### src/rtl/rr_burst_arbiter.sv
`default_nettype none
// ============================================================================
// rr_burst_arbiter : round-robin burst arbiter sharing one stream sink
// Revision: 1.0
// ============================================================================
module rr_burst_arbiter #(
   parameter int W       = 2,
   parameter int DW      = 32,
   parameter int TIMEOUT = 16
) (
   input  logic                  clock,
   input  logic                  reset_n,
   input  logic [2**W-1:0]       req_valid,
   input  logic [2**W-1:0]       req_last,
   input  logic [(2**W)*DW-1:0]  req_data,
   output logic [2**W-1:0]       req_ready,
   output logic                  out_valid,
   output logic                  out_last,
   output logic [DW-1:0]         out_data,
   input  logic                  out_ready,
   output logic [2**W-1:0]       gnt,
   output logic [W-1:0]          owner,
   output logic                  busy,
   output logic                  timeout_err
);

   localparam int c_num_req = 2**W;
   localparam int c_cnt_w   = $clog2(TIMEOUT + 1);
   localparam logic [c_num_req-1:0] c_one = c_num_req'(1);
   localparam logic [c_cnt_w-1:0]   c_cnt_last = c_cnt_w'(TIMEOUT - 1);

   typedef enum logic [0:0] {
      S_IDLE = 1'b0,
      S_BUSY = 1'b1
   } state_t;

   state_t               r_state, w_state_nxt;
   logic [c_num_req-1:0] r_gnt, w_gnt_nxt;
   logic [c_num_req-1:0] r_mask, w_mask_nxt;
   logic [W-1:0]         r_owner, w_owner_nxt;
   logic [c_cnt_w-1:0]   r_idle_cnt, w_idle_cnt_nxt;
   logic                 r_timeout_err, w_timeout_err_nxt;

   logic [c_num_req-1:0] w_masked_req;
   logic [c_num_req-1:0] w_pick_src;
   logic [W-1:0]         w_win_idx;
   logic [c_num_req-1:0] w_win_above;
   logic [DW-1:0]        w_data_arr [c_num_req];
   logic                 w_own_valid;
   logic                 w_own_last;

   // Requesters strictly above the previous owner get first chance; otherwise
   // fall back to the plain lowest index, which completes the rotation.
   always_comb begin
      w_masked_req = req_valid & r_mask;
      w_pick_src   = (|w_masked_req) ? w_masked_req : req_valid;
      w_win_idx    = '0;
      for (int i = c_num_req - 1; i >= 0; i--) begin
         if (w_pick_src[i]) begin
            w_win_idx = W'(i);
         end
      end
   end

   generate
      for (genvar i = 0; i < c_num_req; i++) begin : g_req
         assign w_win_above[i] = (W'(i) > w_win_idx);
         assign w_data_arr[i]  = req_data[i*DW +: DW];
      end
   endgenerate

   assign w_own_valid = req_valid[r_owner];
   assign w_own_last  = req_last[r_owner];

   always_comb begin
      w_state_nxt       = r_state;
      w_gnt_nxt         = r_gnt;
      w_owner_nxt       = r_owner;
      w_mask_nxt        = r_mask;
      w_idle_cnt_nxt    = r_idle_cnt;
      w_timeout_err_nxt = 1'b0;
      out_valid         = 1'b0;
      out_last          = 1'b0;
      out_data          = '0;
      req_ready         = '0;

      case (r_state)
         S_IDLE: begin
            w_idle_cnt_nxt = '0;
            if (|req_valid) begin
               w_state_nxt = S_BUSY;
               w_gnt_nxt   = c_one << w_win_idx;
               w_owner_nxt = w_win_idx;
               w_mask_nxt  = w_win_above;
            end
         end

         S_BUSY: begin
            out_valid = w_own_valid;
            out_last  = w_own_last;
            out_data  = w_data_arr[r_owner];
            req_ready = r_gnt & {c_num_req{out_ready}};

            if (w_own_valid && out_ready && w_own_last) begin
               w_state_nxt    = S_IDLE;
               w_gnt_nxt      = '0;
               w_owner_nxt    = '0;
               w_idle_cnt_nxt = '0;
            end else if (w_own_valid) begin
               w_idle_cnt_nxt = '0;
            end else if (r_idle_cnt == c_cnt_last) begin
               // Owner went quiet too long; mask already points past it.
               w_state_nxt       = S_IDLE;
               w_gnt_nxt         = '0;
               w_owner_nxt       = '0;
               w_idle_cnt_nxt    = '0;
               w_timeout_err_nxt = 1'b1;
            end else begin
               w_idle_cnt_nxt = r_idle_cnt + 1'b1;
            end
         end

         default: begin
            w_state_nxt = S_IDLE;
            w_gnt_nxt   = '0;
            w_owner_nxt = '0;
         end
      endcase
   end

   always_ff @(posedge clock) begin
      if (!reset_n) begin
         r_state       <= S_IDLE;
         r_gnt         <= '0;
         r_owner       <= '0;
         r_mask        <= '0;
         r_idle_cnt    <= '0;
         r_timeout_err <= 1'b0;
      end else begin
         r_state       <= w_state_nxt;
         r_gnt         <= w_gnt_nxt;
         r_owner       <= w_owner_nxt;
         r_mask        <= w_mask_nxt;
         r_idle_cnt    <= w_idle_cnt_nxt;
         r_timeout_err <= w_timeout_err_nxt;
      end
   end

   assign gnt         = r_gnt;
   assign owner       = r_owner;
   assign busy        = (r_state == S_BUSY);
   assign timeout_err = r_timeout_err;

endmodule
`default_nettype wire

### config.mk
export PLATFORM = sky130hd
export DESIGN_NAME = rr_burst_arbiter
export DESIGN_NICKNAME = d
export VERILOG_FILES = /design/src/rtl/rr_burst_arbiter.sv
export SDC_FILE = /design/constraint.sdc
export NUM_CORES = 1
export LEC_CHECK = 0
export CORE_ASPECT_RATIO = 1.5
export CORE_MARGIN = 2
export CORE_UTILIZATION = 32
export DETAILED_ROUTE_END_ITERATION = 7
export PLACE_DENSITY = 0.92
export SYNTH_ARGS = -nofsm -noshare
export SYNTH_HDL_FRONTEND = slang
export SYNTH_SLANG_ARGS = --single-unit
### constraint.sdc
create_clock -name clock -period 4.8 [get_ports clock]
set_clock_uncertainty 0.05 [all_clocks]
set_input_delay 0.96 -clock clock [delete_from_list [all_inputs] [get_ports clock]]
set_output_delay 0.96 -clock clock [all_outputs]
set_load 0.03 [all_outputs]
==> out/qor.tcl, run 1 <==
set qor(finalHoldViolations) 0
set qor(io_pins) 185
set qor(pre_cts_ws_ns) 1.013
set qor(vdd_ir_drop_max_v) 0.0001991
set qor(number_of_h_tree_levels) 1
set qor(wire_length_of_the_first_global_routing_pass_um) 11560
set qor(synth.top_cells.by_area) {mux4_2 41%, dfxtp_1 18%, and2_1 12%}
set qor(placement_rows) 33
set qor(synth_top_area_share_pct) 40.88
set qor(place_congestion) 0.8729
set qor(syn_area_per_cell_um2) 10.89
set qor(setup_ws_ns) 1.012
set qor(clock_power_share_pct) 16.1
set qor(post-dp-hpwl_um) 6977
set qor(grt_remaining_overflow) 0
set qor(critPathCaptureType) {primary output}
set qor(die_w_um) 65.54
set qor(post-route-period-util_pct) 78.91
set qor(path_clk_slew_ns) 0.06
set qor(drive_gt1_share_pct) 14.78
set qor(die-area_mm2) 0.006312
set qor(initial_utilization_pct) 33.11
set qor(share_seq_of_total_power_pct) 22.4
set qor(leakagePower_uw) 0.001327
set qor(num_antenna_cells) 0
set qor(drtIter0Drc) 83
set qor(timing.hold.worst.class) {flip-flop to flip-flop}
set qor(crit_chain) {clkdlybuf4s50_1 -> mux4_2 -> and2_1 -> clkdlybuf4s50_1}
set qor(outcome) {completed}
set qor(internal-power_uw) 484.1
set qor(nets) 487
set qor(cp_data_arrival_time_ns) 2.78
set qor(cts-buffers-inserted) 3
set qor(async_reset_ff_share_pct) 0
set qor(synth.distinct_cells) 34
set qor(power.combinational.fraction_pct) 61.5
set qor(cp_common_cell) {clkdlybuf4s50_1}
set qor(post_synthesis_instance_area_mm2) 0.001818
set qor(switching_share_pct) 34.67
set qor(cts.path.max_buffers) 2
set qor(critical_path.slowest_cell) {clkdlybuf4s50_1}
set qor(post-route-drc-count) 0
set qor(max_cap_violations) 0
set qor(min_period_ns) 3.788
set qor(antenna_violating_nets_left) 0
set qor(hold_buffers) 0
set qor(syn2layout_area_growth_pct) 107.4
set qor(met2RoutedLength_um) 4397
set qor(synth_seq_area_share_pct) 17.62
set qor(syn-num-nets) 308
set qor(yosys.area.top_type) {mux4_2}
set qor(fp.dieH_um) 96.32
set qor(pin_count_of_the_biggest_net_entering_global_routing) 28
set qor(coreArea_mm2) 0.005492
set qor(drt_pass1_iterations) 4
set qor(timing_worst_setup_path_type) {input pin to primary output}
set qor(antenna_found_initial) 0
set qor(final_core_util_pct) 68.67
set qor(cts_tree) {yes}
set qor(grt_util_all_layers_pct) 24.42
set qor(number_of_global_route_vias_before_repair) 2219
set qor(critical_path.max_stage_delay_ns) 0.59
set qor(start_kind) {input pin}
set qor(worstPathRequired_ns) 3.79
set qor(psw_uw) 256.9
set qor(power.density_mw_per_mm2) 196.5
set qor(yosys_warnings) 0
set qor(mostFrequentLayoutCells) {184 x clkdlybuf4s50_1, 34 x and2_1, 33 x mux4_2}
set qor(synth_cells) 167
set qor(post-cts-setup-buffers) 0
set qor(synth_enable_flop_cells) 0
set qor(routed_via_density) 5.253
set qor(slew_headroom_pct) 56.19
set qor(rsz0062_at_grt) {no}
set qor(wl_met3_um) 791
set qor(post_drt_wl_per_cell_um) 19.50
set qor(setup_tns_ns) 0
set qor(vias) 2180
set qor(ctsRootBufferMaster) {clkbuf_8}
set qor(worst-slew-pin-transition_ns) 0.6563
set qor(mostFrequentLayoutCell) {clkdlybuf4s50_1}
set qor(worst_skew_pair.late_latency_ns) 0.25
set qor(met1Wirelength_um) 2682
set qor(critPathMaxFanout) 7
set qor(finalSetupViolCount) 0
set qor(clock.fmax_mhz) 264.0
set qor(synth-main-ff-cell) {dfxtp_1}
set qor(buffer_ports.inserted) 184
set qor(cts.repair.resized) 0
set qor(clock-sinks) 16
set qor(drv_slew) 0
set qor(wl_um) 8092
set qor(route.top_layer_used) {met4}
set qor(ys_seq_elements) 16
==> critical path, delay by kind of cell <==
family,cells,cell delay [ns]
buffers and inverters,2,1.09
multiplexers,1,0.54
AND/OR/NAND/NOR,1,0.19
==> synthesized netlist by cell type, types with 2 or more instances <==
cell,instances
nand2b_1,2
and3_1,6
o22ai_1,5
a21oi_1,3
nor3b_1,2
o31ai_1,2
nand2_1,7
nand3_1,8
o21ai_0,3
dfxtp_1,16
clkbuf_1,5
and2_1,34
buf_4,4
mux2i_1,4
a31oi_1,2
buf_2,4
ha_1,2
mux4_2,33
inv_1,3
nor2_2,5
nor2_1,4
==> flip-flops by register name (all words and copies together), names as in the netlist <==
signal	flops
gnt	4
timeout_err	1
busy	1
owner	2
r_idle_cnt	5
r_mask	3
==> metal layers <==
layer  track usage, %  vias to the layer above
met4            8.333                        0
met1            24.36                     1052
met5                0                        -
li1                 -                     1006
met2            46.60                      105
met3            8.070                       17
==> stage by stage <==
| step | hold WS, ns | power, uW | instance area (um2) | cells |
|---|---|---|---|---|
| 2_1_floorplan | 0.3776 | 406.2 | 1818 | 167 |
| 3_3_place_gp | 0.3875 | 616.8 | 3716 | 411 |
| 3_5_place_dp | 0.4188 | 627.0 | 3716 | 411 |
| 4_1_cts | 0.4318 | 744.8 | 3771 | 415 |
| 5_1_grt | 0.4441 | 779.1 | 3771 | 415 |
| 6_report | 0.4316 | 741.0 | 3771 | 415 |
==> power groups by stage <==
stage               clock [uW]  sequential (uW)  combinational, uW
floorplan                    0              164                242
global placement             0              169                448
detailed placement           0              169                458
CTS                        119              167                459
global route               129              169                482
finish                     119              166                456
==> logic make-up after synthesis <==
kind of cell	Yosys count	synth area share (%)
multiplexers	37	43.08
buffers and inverters	16	4.405
flip-flops	16	17.62
AO/OA/AOI/OAI	23	9.084
XOR/XNOR	2	0.9637
adder cells (fa/ha/maj)	2	1.376
AND/OR/NAND/NOR	71	23.47
==> final timing paths <==
kind | cells after the start | start | slack, ns | endpoint
setup / recovery | 4 | req_valid[2] | 1.01 | out_valid
hold / removal | 1 | r_idle_cnt[0]$_SDFF_PP0_ | 0.43 | r_idle_cnt[0]$_SDFF_PP0_
setup reg to reg | 5 | owner[0]$_SDFFE_PN0P_ | 2.76 | gnt[1]$_SDFFE_PN0P_
hold reg to reg | 1 | r_idle_cnt[0]$_SDFF_PP0_ | 0.43 | r_idle_cnt[0]$_SDFF_PP0_
==> final cells by class <==
cell class                      instances  area, um2
Sequential cell                        16      322.8
Clock buffer                            4      55.05
Timing Repair Buffer                  187       1877
Fill cell                             440       1720
Inverter                                3      11.26
Multi-Input combinational cell        135       1418
Tap cell                               70      87.58
Note: power is estimated with default switching activity, not from simulation.
==> run 2: changes to the inputs <==
--- a/config.mk
+++ b/config.mk
@@ -7,9 +7,9 @@
 export LEC_CHECK = 0
 export CORE_ASPECT_RATIO = 1.5
 export CORE_MARGIN = 2
-export CORE_UTILIZATION = 32
+export CORE_UTILIZATION = 30
 export DETAILED_ROUTE_END_ITERATION = 7
-export PLACE_DENSITY = 0.92
+export PLACE_DENSITY = 0.87
 export SYNTH_ARGS = -nofsm -noshare
 export SYNTH_HDL_FRONTEND = slang
 export SYNTH_SLANG_ARGS = --single-unit
==> constraint.sdc (replaced) <==
create_clock -name clock -period 3.9 [get_ports clock]
set_clock_uncertainty 0.05 [all_clocks]
set_input_delay 0.78 -clock clock [delete_from_list [all_inputs] [get_ports clock]]
set_output_delay 0.78 -clock clock [all_outputs]
set_load 0.03 [all_outputs]
==> run 2 against run 1 <==
Design area grew 0.46%. Largest cell class unchanged. Largest power group unchanged. Sequential share of layout area about the same. Die area grew 6.3%. Count of clock-buffer cells in the layout unchanged. Critical path depth unchanged.
==> out/qor.tcl, run 2 (synthesis results as in run 1) <==
set qor(drive_gt1_share_pct) 15.27 ;# +0.49 points
set qor(power.density_mw_per_mm2) 240.9 ;# +23%
set qor(mostFrequentLayoutCells) {184 x clkdlybuf4s50_1, 34 x and2_1, 33 x mux4_2}
set qor(nets) 489 ;# +0.41%
set qor(worstPathRequired_ns) 3.07 ;# -0.72 ns
set qor(finalSetupViolCount) 0 ;# unchanged
set qor(vdd_ir_drop_max_v) 0.0002846 ;# +43%
set qor(leakagePower_uw) 0.001338 ;# +0.80%
set qor(coreArea_mm2) 0.005828 ;# +6.1%
set qor(timing_worst_setup_path_type) {input pin to primary output}
set qor(antenna_violating_nets_left) 0 ;# unchanged
set qor(buffer_ports.inserted) 184 ;# unchanged
set qor(die-area_mm2) 0.006711 ;# +6.3%
set qor(initial_utilization_pct) 31.19 ;# -1.9 points
set qor(post-route-drc-count) 0 ;# unchanged
set qor(switching_share_pct) 34.42 ;# -0.25 points
set qor(syn2layout_area_growth_pct) 108.4
set qor(slew_headroom_pct) 60.51 ;# +4.3 points
set qor(critical_path.slowest_cell) {clkdlybuf4s50_1}
set qor(routed_via_density) 5.134 ;# -2.3%
set qor(worst_skew_pair.late_latency_ns) 0.25 ;# about the same
set qor(setup_tns_ns) 0 ;# unchanged
set qor(vias) 2151 ;# -1.3%
set qor(timing.hold.worst.class) {flip-flop to flip-flop}
set qor(clock_power_share_pct) 16.2 ;# about the same
set qor(num_antenna_cells) 0 ;# unchanged
set qor(grt_remaining_overflow) 0 ;# unchanged
set qor(drt_pass1_iterations) 4 ;# unchanged
set qor(io_pins) 185 ;# unchanged
set qor(place_congestion) 0.8623 ;# -1.2%
set qor(number_of_h_tree_levels) 1 ;# unchanged
set qor(psw_uw) 314.1 ;# +22%
set qor(cts-buffers-inserted) 3 ;# unchanged
set qor(cts_tree) {yes}
set qor(die_w_um) 67.56 ;# +3.1%
set qor(post-route-period-util_pct) 88.26
set qor(clock.fmax_mhz) 290.5
set qor(post_drt_wl_per_cell_um) 18.11 ;# -7.1%
set qor(share_seq_of_total_power_pct) 22.6 ;# +0.2 points
set qor(mostFrequentLayoutCell) {clkdlybuf4s50_1}
set qor(start_kind) {input pin}
set qor(clock-sinks) 16 ;# unchanged
set qor(wire_length_of_the_first_global_routing_pass_um) 11140 ;# -3.7%
set qor(post-cts-setup-buffers) 0 ;# unchanged
set qor(ctsRootBufferMaster) {clkbuf_8}
set qor(worst-slew-pin-transition_ns) 0.5916 ;# -0.06475 ns
set qor(number_of_global_route_vias_before_repair) 2154 ;# -2.9%
set qor(grt_util_all_layers_pct) 21.92 ;# -2.5 points
set qor(fp.dieH_um) 99.34 ;# +3.1%
set qor(critPathMaxFanout) 6 ;# -1
set qor(cts.path.max_buffers) 2 ;# unchanged
set qor(critPathCaptureType) {primary output}
set qor(critical_path.max_stage_delay_ns) 0.59 ;# about the same
set qor(cp_common_cell) {clkdlybuf4s50_1}
set qor(cts.repair.resized) 0 ;# unchanged
set qor(path_clk_slew_ns) 0.06 ;# about the same
set qor(min_period_ns) 3.442
set qor(rsz0062_at_grt) {no}
set qor(post-dp-hpwl_um) 6486 ;# -7.0%
set qor(cp_data_arrival_time_ns) 2.61 ;# -0.17 ns
set qor(crit_chain) {clkdlybuf4s50_1 -> mux4_2 -> and2_1 -> clkdlybuf4s50_1}
set qor(drv_slew) 0 ;# unchanged
set qor(finalHoldViolations) 0 ;# unchanged
set qor(wl_um) 7588 ;# -6.2%
set qor(crit-reg2reg-launch) {owner[1]$_SDFFE_PN0P_}
set qor(internal-power_uw) 598.5 ;# +24%
set qor(hold_buffers) 0 ;# unchanged
set qor(max_cap_violations) 0 ;# unchanged
set qor(antenna_found_initial) 0 ;# unchanged
set qor(max_flop_register) {r_idle_cnt}
set qor(outcome) {completed}
set qor(placement_rows) 34 ;# +3.0%
set qor(pin_count_of_the_biggest_net_entering_global_routing) 26 ;# -7.1%
set qor(holdCritStartpoint) {r_idle_cnt[0]$_SDFF_PP0_}
set qor(final_core_util_pct) 65.01 ;# -3.7 points
set qor(largest_register_ffs) 5 ;# unchanged
set qor(critical_path_startpoint) {req_valid[1]}
set qor(power.combinational.fraction_pct) 61.2 ;# -0.3 points
set qor(drtIter0Drc) 57 ;# -31%
==> run 2: area by class of cell <==
class / instances / area (um2)
Fill cell: 461 / 2039
Timing Repair Buffer: 189 / 1892
Multi-Input combinational cell: 135 / 1418
Sequential cell: 16 / 322.8
Tap cell: 72 / 90.09
Clock buffer: 4 / 55.05
Inverter: 3 / 11.26
==> run 2: metrics by stage <==
step	std cells	area (um2)	hold slack (ns)	setup WS (ns)	power, uW
after floorplan	167	1818	0.3776	1.319	500.0
after global placement	415	3734	0.3905	0.4979	762.1
after detailed placement	415	3734	0.3918	0.4669	771.2
after CTS	419	3789	0.4064	0.4647	920.0
after global routing	419	3789	0.4204	0.4176	961.0
final	419	3789	0.4077	0.4580	912.6
==> run 2: power by group through the flow <==
stage	Combinational [uW]	Clock, uW	Sequential [uW]
floorplan	298	0	202
finish	558	148	206
global placement	551	0	211
CTS	563	150	207
global route	592	159	210
detailed placement	561	0	210
==> run 2: path summary, 6_finish.rpt <==
path              cells past startpoint                       end  slack, ns
setup / recovery                      4                 out_valid       0.46
hold / removal                        1  r_idle_cnt[0]$_SDFF_PP0_       0.41
setup reg to reg                      4       gnt[1]$_SDFFE_PN0P_       1.80
hold reg to reg                       1  r_idle_cnt[0]$_SDFF_PP0_       0.41
==> run 2: critical path: cells and delay by family <==
kind / cells / cell delay [ns]
mux: 1 / 0.56
buf+inv: 2 / 1.09
simple gates: 1 / 0.18
==> run 2: routing by layer <==
metal	track usage, %	vias up	routed length, um
met5	0	-	0
met4	4.239	0	109
met3	8.258	9	930
met2	40.42	110	3993
met1	22.94	1026	2555
li1	-	1006	-
==> run 3: changes to the inputs <==
==> config.mk (replaced) <==
export PLATFORM = sky130hd
export DESIGN_NAME = rr_burst_arbiter
export DESIGN_NICKNAME = d
export VERILOG_FILES = /design/src/rtl/rr_burst_arbiter.sv
export SDC_FILE = /design/constraint.sdc
export NUM_CORES = 1
export LEC_CHECK = 0
export CORE_AREA = 2 2 72 74
export DETAILED_ROUTE_END_ITERATION = 7
export DIE_AREA = 0 0 74 76
export DONT_BUFFER_PORTS = 1
export GPL_TIMING_DRIVEN = 0
export PLACE_DENSITY = 0.56
export SYNTH_ARGS = -nofsm -noshare
export SYNTH_HDL_FRONTEND = slang
export SYNTH_SLANG_ARGS = --single-unit
==> run 3 against run 2 <==
Die area is 16% lower. Utilization is 25 points lower. Global-route usage is 0.47 points lower. Critical endpoint is now out_data[18]. Critical path type is now flip-flop to primary output.
==> out/qor.tcl, run 3 (synthesis results as in run 1) <==
set qor(cp_data_arrival_time_ns) 2.17 ;# -0.44 ns
set qor(drive_gt1_share_pct) 31.18 ;# +16 points
set qor(number_of_global_route_vias_before_repair) 1711 ;# -21%
set qor(worst-slew-pin-transition_ns) 0.6171 ;# +0.02556 ns
set qor(setup_tns_ns) 0 ;# unchanged
set qor(vias) 1555 ;# -28%
set qor(timing.critical_path.max_delay_family) {buffers and inverters}
set qor(drtIter0Drc) 71 ;# +25%
set qor(critPathCaptureType) {primary output}
set qor(outcome) {completed}
set qor(worst_r2r_setup_slack_ns) 1.86 ;# +0.06 ns
set qor(cts.repair.resized) 0 ;# unchanged
set qor(mostFrequentLayoutCell) {and2_1}
set qor(timing.hold.worst.class) {flip-flop to flip-flop}
set qor(fillers) 474 ;# +2.8%
set qor(post-cts-setup-buffers) 0 ;# unchanged
set qor(crit_chain) {buf_4 -> buf_4 -> mux4_2 -> and2_1}
set qor(cp_common_cell) {buf_4}
set qor(coreArea_mm2) 0.004912 ;# -16%
set qor(worstPathRequired_ns) 3.07 ;# about the same
set qor(min_period_ns) 2.995 ;# -0.4470 ns
set qor(r2r.worst_path.cells) 4 ;# unchanged
set qor(leakagePower_uw) 0.0006447 ;# -52%
set qor(cts_tree) {yes}
set qor(drt_pass1_iterations) 4 ;# unchanged
set qor(drv_slew) 0 ;# unchanged
set qor(fp.dieH_um) 76 ;# -23%
set qor(wl_um) 6336 ;# -16%
set qor(grt_util_all_layers_pct) 21.44 ;# -0.47 points
set qor(psw_uw) 273.9 ;# -13%
set qor(power.combinational.fraction_pct) 50.8 ;# -10 points
set qor(start_kind) {flip-flop}
set qor(post-dp-hpwl_um) 5624 ;# -13%
set qor(placement_rows) 26 ;# -24%
set qor(buffer_ports.inserted) 0 ;# -100%
set qor(min_to) {r_idle_cnt[0]$_SDFF_PP0_}
set qor(syn2layout_area_growth_pct) 7.089
set qor(wire_length_of_the_first_global_routing_pass_um) 9170 ;# -18%
set qor(antenna_found_initial) 0 ;# unchanged
set qor(pin_count_of_the_biggest_net_entering_global_routing) 11 ;# -58%
set qor(die_w_um) 74 ;# +9.5%
set qor(grt_remaining_overflow) 0 ;# unchanged
set qor(critical_path_startpoint) {owner[0]$_SDFFE_PN0P_}
set qor(max_flop_register) {r_idle_cnt}
set qor(rsz0062_at_grt) {no}
set qor(largest_register_ffs) 5 ;# unchanged
set qor(worstPathBufferInverterCount) 2 ;# unchanged
set qor(routed_via_density) 6.479 ;# +26%
set qor(nets) 313 ;# -36%
set qor(clock.fmax_mhz) 333.9 ;# +15%
set qor(switching_share_pct) 41.70 ;# +7.3 points
set qor(critPathMaxFanout) 10 ;# +4
set qor(clock_power_share_pct) 18.2 ;# +2.0 points
set qor(power.density_mw_per_mm2) 337.4 ;# +40%
set qor(timing_worst_setup_path_type) {flip-flop to primary output}
set qor(worst_r2r_end) {gnt[1]$_SDFFE_PN0P_}
set qor(share_seq_of_total_power_pct) 31.0 ;# +8.4 points
set qor(place_congestion) 0.9957 ;# +15%
set qor(num_antenna_cells) 0 ;# unchanged
set qor(clock-sinks) 16 ;# unchanged
set qor(path_clk_slew_ns) 0.06 ;# about the same
set qor(die-area_mm2) 0.005624 ;# -16%
set qor(min_delay_path_depth) 1 ;# unchanged
set qor(mostFrequentLayoutCells) {34 x and2_1, 33 x mux4_2, 16 x dfxtp_1}
set qor(dp.cells) 237 ;# -43%
set qor(holdCritStartpoint) {r_idle_cnt[0]$_SDFF_PP0_}
set qor(hold_buffers) 0 ;# unchanged
set qor(vdd_ir_drop_max_v) 0.0003089 ;# +8.6%
set qor(antenna_violating_nets_left) 0 ;# unchanged
set qor(critical_path.slowest_cell) {dfxtp_1}
set qor(worstSetupPathDepth) 4 ;# unchanged
set qor(io_pins) 185 ;# unchanged
set qor(post_drt_wl_per_cell_um) 26.40 ;# +46%
set qor(post-route-drc-count) 0 ;# unchanged
set qor(ctsRootBufferMaster) {clkbuf_8}
set qor(internal-power_uw) 383.0 ;# -36%
set qor(max_cap_violations) 0 ;# unchanged
set qor(post-route-period-util_pct) 76.80 ;# -11 points
set qor(finalSetupViolCount) 0 ;# unchanged
set qor(cts-buffers-inserted) 3 ;# unchanged
set qor(number_of_h_tree_levels) 1 ;# unchanged
set qor(slew_headroom_pct) 58.80 ;# -1.7 points
set qor(final_cells) 240 ;# -43%
set qor(cts.path.max_buffers) 2 ;# unchanged
set qor(worst_skew_pair.late_latency_ns) 0.24 ;# about the same
set qor(crit-reg2reg-launch) {owner[1]$_SDFFE_PN0P_}
set qor(finalHoldViolations) 0 ;# unchanged
set qor(initial_utilization_pct) 37.01 ;# +5.8 points
set qor(critical_path.max_stage_delay_ns) 0.55 ;# -0.04 ns
## run 3: layout make-up
cell class	instances	area, um2	share of cell area [%]
multi-input cells	135	1418	72.81
flip-flops and latches	16	320.3	16.45
well taps	70	87.58	4.499
plain buffers	13	68.82	3.535
clock buffers	3	41.29	2.121
inverters	3	11.26	0.5784
## run 3: power by group through the flow
stage	Clock [uW]	Sequential (uW)	Combinational (uW)
floorplan	0	202	298
global placement	0	207	329
detailed placement	0	208	335
CTS	122	204	336
global route	129	206	359
finish	119	204	334
## run 3: worst max-delay path by stage
stage / to / slack (ns)
floorplan: out_data[0] / 1.32
global placement: out_data[18] / 1.14
detailed placement: out_data[18] / 1.15
CTS: out_data[18] / 0.88
global route: out_data[18] / 0.78
finish: out_data[18] / 0.90
## run 3: stage by stage
step           power (uW)  util (%)  instance area, um2  setup WS (ns)  hold WS [ns]
2_1_floorplan       500.0         -                1818          1.319        0.3776
3_3_place_gp        536.4     38.79                1906          1.143        0.3888
3_5_place_dp        543.3     38.79                1906          1.147        0.4011
4_1_cts             662.0     39.63                1947         0.8809        0.4154
5_1_grt             694.3     39.63                1947         0.7800        0.4272
6_report            656.9     39.63                1947         0.9050        0.4116
## run 3: layer usage
layer,track usage (%),share of wire (%)
met1,24.43,34
met2,38.04,53
met3,6.614,11
met4,5.455,1.6
met5,0,0
